**src/rtl/juri_vote_tx.sv**
```systemverilog
// rtl/juri_vote_tx.sv - juror console vote transmitter; optional auto-abstain via JURI_VOTE_TIMEOUT_EN
module juri_vote_tx #(
   parameter int DEB_CYCLES     = 16,
   parameter int DEB_W          = 5,
   parameter int TIMEOUT_CYCLES = 1000,
   parameter int TO_W           = 10
) (
   input  logic       clk,
   input  logic       rst_n,
   input  logic       round_open,
   input  logic       round_close,
   input  logic       btn_yes,
   input  logic       btn_no,
   input  logic       btn_abs,
   input  logic       ack,
   output logic [1:0] J,
   output logic       valid,
   output logic       locked
);

   typedef enum logic [1:0] {IDLE = 2'd0, ARMED = 2'd1, SEND = 2'd2, HOLD = 2'd3} state_t;

   state_t           state, state_n;
   logic [2:0]       sync1, sync2;
   logic [1:0]       cand, cand_q;
   logic [DEB_W-1:0] deb_cnt;
   logic             deb_same, deb_done, timeout_hit;
   logic [1:0]       j_n;
   logic             valid_n, locked_n;

   // two-flop synchronisers for the raw buttons, packed as {abs, no, yes}
   always_ff @(posedge clk or negedge rst_n) begin
      if (!rst_n) begin
         sync1 <= 3'b000;
         sync2 <= 3'b000;
      end else begin
         sync1 <= {btn_abs, btn_no, btn_yes};
         sync2 <= sync1;
      end
   end

   // one-hot decode: only a single pressed button yields a candidate code
   always_comb begin
      cand = 2'b00;
      case (sync2)
         3'b001:  cand = 2'b01;
         3'b010:  cand = 2'b10;
         3'b100:  cand = 2'b11;
         default: cand = 2'b00;
      endcase
   end

   assign deb_same = (cand != 2'b00) && (cand == cand_q);
   assign deb_done = deb_same && (deb_cnt == DEB_W'(DEB_CYCLES - 2));

   // debounce run counter; cand_q reads 0 outside ARMED so a button already held at round open starts a fresh run
   always_ff @(posedge clk or negedge rst_n) begin
      if (!rst_n) begin
         cand_q  <= 2'b00;
         deb_cnt <= '0;
      end else begin
         cand_q  <= (state == ARMED) ? cand : 2'b00;
         deb_cnt <= (state == ARMED && deb_same) ? deb_cnt + DEB_W'(1) : '0;
      end
   end

`ifdef JURI_VOTE_TIMEOUT_EN
   logic [TO_W-1:0] to_cnt;

   // timeout counter: held at 0 outside ARMED, counts every cycle spent in ARMED
   always_ff @(posedge clk or negedge rst_n) begin
      if (!rst_n)
         to_cnt <= '0;
      else if (state == ARMED)
         to_cnt <= to_cnt + TO_W'(1);
      else
         to_cnt <= '0;
   end

   assign timeout_hit = (to_cnt == TO_W'(TIMEOUT_CYCLES - 2));
`else
   // no automatic abstain in this build; ARMED waits for a button or round_close
   assign timeout_hit = (TIMEOUT_CYCLES < 0) && (TO_W < 0);
`endif

   // state and registered outputs
   always_ff @(posedge clk or negedge rst_n) begin
      if (!rst_n) begin
         state  <= IDLE;
         J      <= 2'b00;
         valid  <= 1'b0;
         locked <= 1'b0;
      end else begin
         state  <= state_n;
         J      <= j_n;
         valid  <= valid_n;
         locked <= locked_n;
      end
   end

   // next state and next outputs; round_close outranks every other event
   always_comb begin
      state_n  = state;
      j_n      = J;
      valid_n  = valid;
      locked_n = locked;
      case (state)
         IDLE: begin
            j_n      = 2'b00;
            valid_n  = 1'b0;
            locked_n = 1'b0;
            if (round_open && !round_close)
               state_n = ARMED;
         end
         ARMED: begin
            if (round_close) begin
               state_n  = IDLE;
               j_n      = 2'b00;
               valid_n  = 1'b0;
               locked_n = 1'b0;
            end else if (deb_done) begin
               state_n  = SEND;
               j_n      = cand;
               valid_n  = 1'b1;
               locked_n = 1'b1;
            end else if (timeout_hit) begin
               state_n  = SEND;
               j_n      = 2'b11;
               valid_n  = 1'b1;
               locked_n = 1'b1;
            end
         end
         SEND: begin
            if (round_close) begin
               state_n  = IDLE;
               j_n      = 2'b00;
               valid_n  = 1'b0;
               locked_n = 1'b0;
            end else if (ack) begin
               state_n  = HOLD;
               valid_n  = 1'b0;
            end
         end
         HOLD: begin
            if (round_close) begin
               state_n  = IDLE;
               j_n      = 2'b00;
               valid_n  = 1'b0;
               locked_n = 1'b0;
            end
         end
         default: begin
            state_n  = IDLE;
            j_n      = 2'b00;
            valid_n  = 1'b0;
            locked_n = 1'b0;
         end
      endcase
   end

endmodule

```
**config.mk**
```make
export PLATFORM = sky130hd
export DESIGN_NAME = juri_vote_tx
export DESIGN_NICKNAME = d
export VERILOG_FILES = /design/src/rtl/juri_vote_tx.sv
export SDC_FILE = /design/constraint.sdc
export NUM_CORES = 1
export LEC_CHECK = 0
export CAP_MARGIN = 40
export CELL_PAD_IN_SITES_DETAIL_PLACEMENT = 1
export CELL_PAD_IN_SITES_GLOBAL_PLACEMENT = 1
export CORE_ASPECT_RATIO = 1.4
export CORE_MARGIN = 3
export CORE_UTILIZATION = 40
export DETAILED_ROUTE_END_ITERATION = 12
export DONT_BUFFER_PORTS = 1
export PLACE_DENSITY_LB_ADDON = 0.1
export SETUP_SLACK_MARGIN = 0.4
export SLEW_MARGIN = 10
export SYNTH_ARGS = -nofsm -noshare
export SYNTH_HDL_FRONTEND = slang
export SYNTH_SLANG_ARGS = --single-unit
```
**constraint.sdc**
```tcl
create_clock -name clk -period 2.06 [get_ports clk]
set_input_delay 0.412 -clock clk [delete_from_list [all_inputs] [get_ports clk]]
set_output_delay 0.412 -clock clk [all_outputs]
set_load 0.1 [all_outputs]
```
==> reports/metrics.yaml, run 1 <==
outcome:
  status: "finished, final reports clean"
timing:
  finalSetupTns_ps: 0
  fin_crit_ps: 1530
  slew_viol_final: 0
  finalSetupViolCount: 0
  tightest_slew_ps: 816
  period_share: 0.745
  clock_skew_ps: 12.3
  max_slew_margin: 0.454
  rsz0062_at_grt: "false"
  max_clock_freq_mhz: 652
  finalHoldViolCount: 0
  setup_slack_ps: 526
worst_setup_path:
  startpoint_type: "flip-flop"
  r2r-start: "sync2[2]$_DFF_PN0_"
  max_stage_delay_ps: 450
  worstSetupPathType: "reg2reg"
  worstPathCellList: "or3b_1 > a21oi_2 > o21ba_2 > mux2i_1"
  worstReg2RegEnd: "J[1]$_DFFE_PN0P_"
  crit_path_top_delay_cell: "dfrtp_1"
  crit_arrival_ps: 1760
  critPathRequiredTime_ps: 2290
  r2r_setup_slack_ps: 530
  critPathCaptureType: "flip-flop"
  crit_path_max_fanout: 5
  worst-r2r-cell-count: 4
place:
  placed_area_um2: 853
  hpwlAfterDp_mm: 1.06
  dp_worst_setup_slack_ps: 543
  port_buffers: 0
  gp_congestion: 0.735
die:
  fp.dieH_um: 59.2
  start_util: 0.438
  core_area_mm2: 0.00185
  ios: 12
  die_area_mm2: 0.00261
  die_x_um: 44.0
  num_rows: 18
worst_hold_path:
  hp-class: "in2reg"
  whs_path_depth: 0
  holdCritStartpoint: "btn_no"
  holdPathEnd: "sync1[1]$_DFF_PN0_"
route:
  drt_iter0_markers: 10
  wl_met2_um: 702
  wirelength_mm: 1.38
  via_count: 523
  vias_per_cell: 5.39
  drt-met1-wl_um: 593
  dr.pass1.iters: 4
  wire_per_inst_um: 14.2
  wl_met3_um: 58
  ant_nets: 0
  remaining_drc_errors: 0
  top_layer: "met4"
finish:
  layout.nets: 88
  drive_gt1_frac: 0.156
  insertedDiodeCount: 0
  syn_to_final_growth_pct: 10.5
  fin_area_um2: 895
synthesis:
  ys_warn_count: 0
  synth_common_cells: "19 x dfrtp_1, 9 x nor2_1"
  syn_inst: 70
  async_flop_share: 1.00
  synthFlopType: "dfrtp_1"
  synth_most_common_cell: "dfrtp_1"
  ys_types: 26
  syn_nets: 80
  synth_edf_count: 0
  ys_seq_elements: 19
  syn_area_um2: 810
  syn_area_per_cell_um2: 11.6
  synth_top_area_share: 0.587
  ys_seq_area_frac: 0.587
  post-synth-top-area-cell: "dfrtp_1"
  synth_area_leaders: "dfrtp_1 59%, nor2_1 4.2%, xnor2_1 3.2%"
global_routing:
  grt_usage: 0.129
  grt_max_degree: 20
  grt_pass1_vias: 555
  grt_overflow: 0
  grt_pass1_wl_mm: 2.42
  antenna_found_initial: 0
clocking:
  ctsRootBufferMaster: "clkbuf_4"
  cts.sinks: 19
  cts_tree: "built"
  clock_latency_ps: 300
  htree_levels: 1
  cts_buffer_depth: 2
  clk_pin_slew_ps: 120
  cts_inserted_buffers: 3
job:
  cap_viol_max_count: 0
pwr:
  p_per_area_mw_per_mm2: 680
  power.leakage_nw: 0.385
  vdd_ir_drop_max_uv: 356
## metal layers
metal / vias to the layer above / GRT usage
met5: - / 0
met4: 0 / 0.0647
met3: 4 / 0.0213
met2: 11 / 0.210
met1: 254 / 0.164
li1: 254 / -
## registers in the layout, summed over array words and instances (netlist names)
register / cells
deb_cnt: 5
state: 2
locked: 1
sync1: 3
valid: 1
J: 2
cand_q: 2
sync2: 3
## metrics by stage
step | utilization | power (mW) | std cells | hold slack [ps]
6_report | 0.484 | 0.609 | 97 | 124
5_1_grt | 0.484 | 0.637 | 97 | 102
4_1_cts | 0.484 | 0.616 | 97 | 119
3_5_place_dp | 0.462 | 0.418 | 92 | 117
3_3_place_gp | 0.462 | 0.418 | 92 | 117
2_1_floorplan | - | 0.413 | 70 | 116
## critical path: cells and delay by family (launching register included)
kind,cells,cell delay [ps]
flops,1,450
simple gates,1,410
compound gates,2,400
mux,1,210
## worst max-delay path by stage
stage	startpoint	to	depth (start not counted)
after floorplan	sync2[2]$_DFF_PN0_	J[0]$_DFFE_PN0P_	4
after global placement	sync2[2]$_DFF_PN0_	J[0]$_DFFE_PN0P_	4
after CTS	sync2[2]$_DFF_PN0_	J[1]$_DFFE_PN0P_	4
after global routing	sync2[2]$_DFF_PN0_	J[0]$_DFFE_PN0P_	4
final	sync2[2]$_DFF_PN0_	J[1]$_DFFE_PN0P_	4
after detailed placement	sync2[2]$_DFF_PN0_	J[1]$_DFFE_PN0P_	4
## where the power goes
part	switching, mW	total, mW	internal (mW)
Sequential	0.00759	0.389	0.382
Combinational	0.0176	0.0287	0.0111
Clock	0.117	0.191	0.0739
## cell type report
| class | instances | area (um^2) |
|---|---|---|
| multi-input cells | 47 | 319 |
| repair buffers | 4 | 32.5 |
| well taps | 20 | 25.0 |
| clock inverters | 1 | 7.51 |
| clock buffers | 3 | 22.5 |
| fillers | 209 | 952 |
| flip-flops and latches | 19 | 477 |
| inverters | 3 | 11.3 |
## layout by cell type, fill, tap and decap left out, drive strengths merged, types with 3 or more instances in the layout
cell type	netlist	layout
dfrtp	19	19
nor2	9	9
buf	0	3
inv	3	3
a21oi	4	4
o21ai	4	4
nand2	3	3
xnor2	3	3
clkbuf	1	3
## timing repair
| item | 4_1_cts | 5_1_grt |
|---|---|---|
| resized for setup | 1 | 0 |
| endpoints found under the hold margin | 19 | 0 |
| hold buffers | 1 | 0 |
| buffers inserted | 0 | 0 |
| endpoints found under the setup margin | 1 | 0 |
## cell families (layout without fill, tap and decap cells)
family | after synthesis | after routing | share of synthesized area
flops | 19 | 19 | 0.587
buf+inv | 4 | 11 | 0.0185
fa+ha+maj | 2 | 2 | 0.0309
compound gates | 12 | 12 | 0.114
simple gates | 26 | 26 | 0.170
xor+xnor | 5 | 5 | 0.0541
mux | 2 | 2 | 0.0247
(Power assumes the default switching activity.)
==> run 2, diff against run 1 <==
==> constraint.sdc (replaced) <==
create_clock -name clk -period 1.5 [get_ports clk]
set_input_delay 0.3 -clock clk [delete_from_list [all_inputs] [get_ports clk]]
set_output_delay 0.3 -clock clk [all_outputs]
set_load 0.1 [all_outputs]
==> reports/metrics.yaml, run 2 (synthesis results as in run 1) <==
pwr:
  vdd_ir_drop_max_uv: 514  # +45%
  total_power_uw: 852  # +40%
  power.leakage_nw: 0.447  # +16%
  p_per_area_mw_per_mm2: 832  # +22%
global_routing:
  grt_pass1_vias: 603  # +8.6%
  grt_pass1_wl_mm: 2.70  # +12%
  grt_max_degree: 20  # unchanged
  grt_usage: 0.145  # +0.0159
  grt_overflow: 0  # unchanged
  antenna_found_initial: 0  # unchanged
place:
  dp_worst_setup_slack_ps: 40.0  # -503 ps
  port_buffers: 0  # unchanged
  hpwlAfterDp_mm: 1.18  # +12%
  gp_congestion: 0.729  # -0.84%
  placed_area_um2: 871  # +2.1%
route:
  ant_nets: 0  # unchanged
  wirelength_mm: 1.66  # +20%
  drt_iter0_markers: 4  # -6
  wire_per_inst_um: 15.6  # +9.9%
  remaining_drc_errors: 0  # unchanged
  vias_per_cell: 5.41  # +0.26%
  via_count: 573  # +9.6%
  dr.pass1.iters: 4  # unchanged
worst_setup_path:
  timing.critical_path.to: "valid$_DFFE_PN0P_"
  critPathBufInv: 0  # unchanged
  crit_arrival_ps: 1660  # -100 ps
  critPathRequiredTime_ps: 1700  # -590 ps
  path_depth: 4  # unchanged
  crit_start: "sync2[2]$_DFF_PN0_"
  r2r-start: "sync2[2]$_DFF_PN0_"
  critical_path.top_delay_family: "compound AO/OA/AOI/OAI gates"
  startpoint_type: "flip-flop"
  crit_path_top_delay_cell: "or3b_4"
  worstReg2RegEnd: "valid$_DFFE_PN0P_"
  worstSetupPathType: "reg2reg"
  critPathCaptureType: "flip-flop"
  crit_path_max_fanout: 2  # -3
  r2r_setup_slack_ps: 30  # -490 ps
  worstPathCellList: "or3b_4 > a21oi_4 > o21ai_2 > o32ai_2"
  max_stage_delay_ps: 410  # -40 ps
  worst-r2r-cell-count: 4  # unchanged
clocking:
  ctsRootBufferMaster: "clkbuf_4"
  cts_buffer_depth: 2  # unchanged
  clk_pin_slew_ps: 110  # about the same
  htree_levels: 1  # unchanged
  cts_tree: "built"
  cts_inserted_buffers: 3  # unchanged
  cts.sinks: 19  # unchanged
  clock_latency_ps: 290  # about the same
timing:
  finalHoldViolCount: 0  # unchanged
  fin_crit_ps: 1470  # -69.1 ps
  period_share: 0.977  # +0.232
  rsz0062_at_grt: "true"
  slew_viol_final: 0  # unchanged
  tightest_slew_ps: 823  # +6.73 ps
  setup_slack_ps: 34.7  # -491 ps
  clock_skew_ps: 3.65  # -8.63 ps
  finalSetupViolCount: 0  # unchanged
  max_clock_freq_mhz: 682  # +4.7%
  max_slew_margin: 0.451  # -0.00269
finish:
  insertedDiodeCount: 0  # unchanged
  layout.nets: 97  # +10%
  largest_register_ffs: 5  # unchanged
  final_cell_mix: "17 x dfrtp_1, 9 x nor2_1, 7 x buf_4"
  top_regs: "deb_cnt: 5 flops, sync1: 3 flops, sync2: 3 flops"
  utilization: 0.555  # +0.0705
  drive_gt1_frac: 0.256  # +0.100
  fin_area_mm2: 0.00102  # +15%
  syn_to_final_growth_pct: 26.6
  regMostFlops: "deb_cnt"
  layout_commonest_cell: "dfrtp_1"
die:
  fp.dieH_um: 59.2  # unchanged
  die_x_um: 44.0  # unchanged
  start_util: 0.438  # unchanged
  die_area_mm2: 0.00261  # unchanged
  ios: 12  # unchanged
  core_area_mm2: 0.00185  # unchanged
  num_rows: 18  # unchanged
worst_hold_path:
  hp-class: "in2reg"
outcome:
  status: "finished, final reports clean"
job:
  cap_viol_max_count: 0  # unchanged
==> run 2: cell types whose count changed in the layout (fill, tap and decap cells not counted), sizes merged <==
cell / change
clkinv: +1
dlygate4sd3: +2
dlymetal6s4s: +1
buf: +6
clkinvlp: -1
==> run 2: through the flow <==
step                hold WS, ps  TNS, ps  cells
detailed placement         4.82        0     94
global placement           4.81        0     94
CTS                        7.63        0    103
floorplan                  4.41        0     70
finish                      107        0    106
global route               87.0    -95.5    106
==> run 2: final cells by class <==
type | instances | area (um^2)
well taps | 20 | 25.0
inverters | 3 | 11.3
clock buffers | 3 | 22.5
flip-flops and latches | 19 | 480
repair buffers | 13 | 135
clock inverters | 1 | 5.00
multi-input cells | 47 | 345
fillers | 197 | 822
==> run 2: power breakdown <==
group | internal [mW] | total (mW) | switching (mW)
combinational | 0.0284 | 0.0626 | 0.0342
clock | 0.0991 | 0.257 | 0.158
sequential | 0.524 | 0.533 | 0.00849
==> run 2: repair_timing <==
item                                    in CTS  in global routing
endpoints found under the setup margin      15                 36
pin swaps                                    1                  2
setup buffers                                4                  0
hold buffers                                 1                  3
resized for setup                            8                  5
endpoints found under the hold margin       19                  3
==> run 2: how the worst min path moves through the flow <==
stage                           start             endpoint  slack (ps)  cells after the start
after global routing      round_close    valid$_DFFE_PN0P_          90                      1
after floorplan                 rst_n     J[0]$_DFFE_PN0P_           4                      0
after global placement          rst_n  cand_q[0]$_DFF_PN0_           5                      0
final                     round_close    valid$_DFFE_PN0P_         110                      1
after detailed placement        rst_n  cand_q[0]$_DFF_PN0_           5                      0
after CTS                     btn_abs   sync1[2]$_DFF_PN0_           8                      0
==> run 2: worst register-to-register path: cells and delay by family (launching register included) <==
family / cells / cell delay, ps
simple gates: 1 / 410
compound gates: 3 / 560
flops: 1 / 400
==> run 2: metal layers <==
metal	global-route usage	routed length (um)	part of all wire
met5	0	0	0
met1	0.155	670	0.40
met3	0.0274	43	0.026
met4	0.0819	30	0.018
met2	0.260	913	0.55
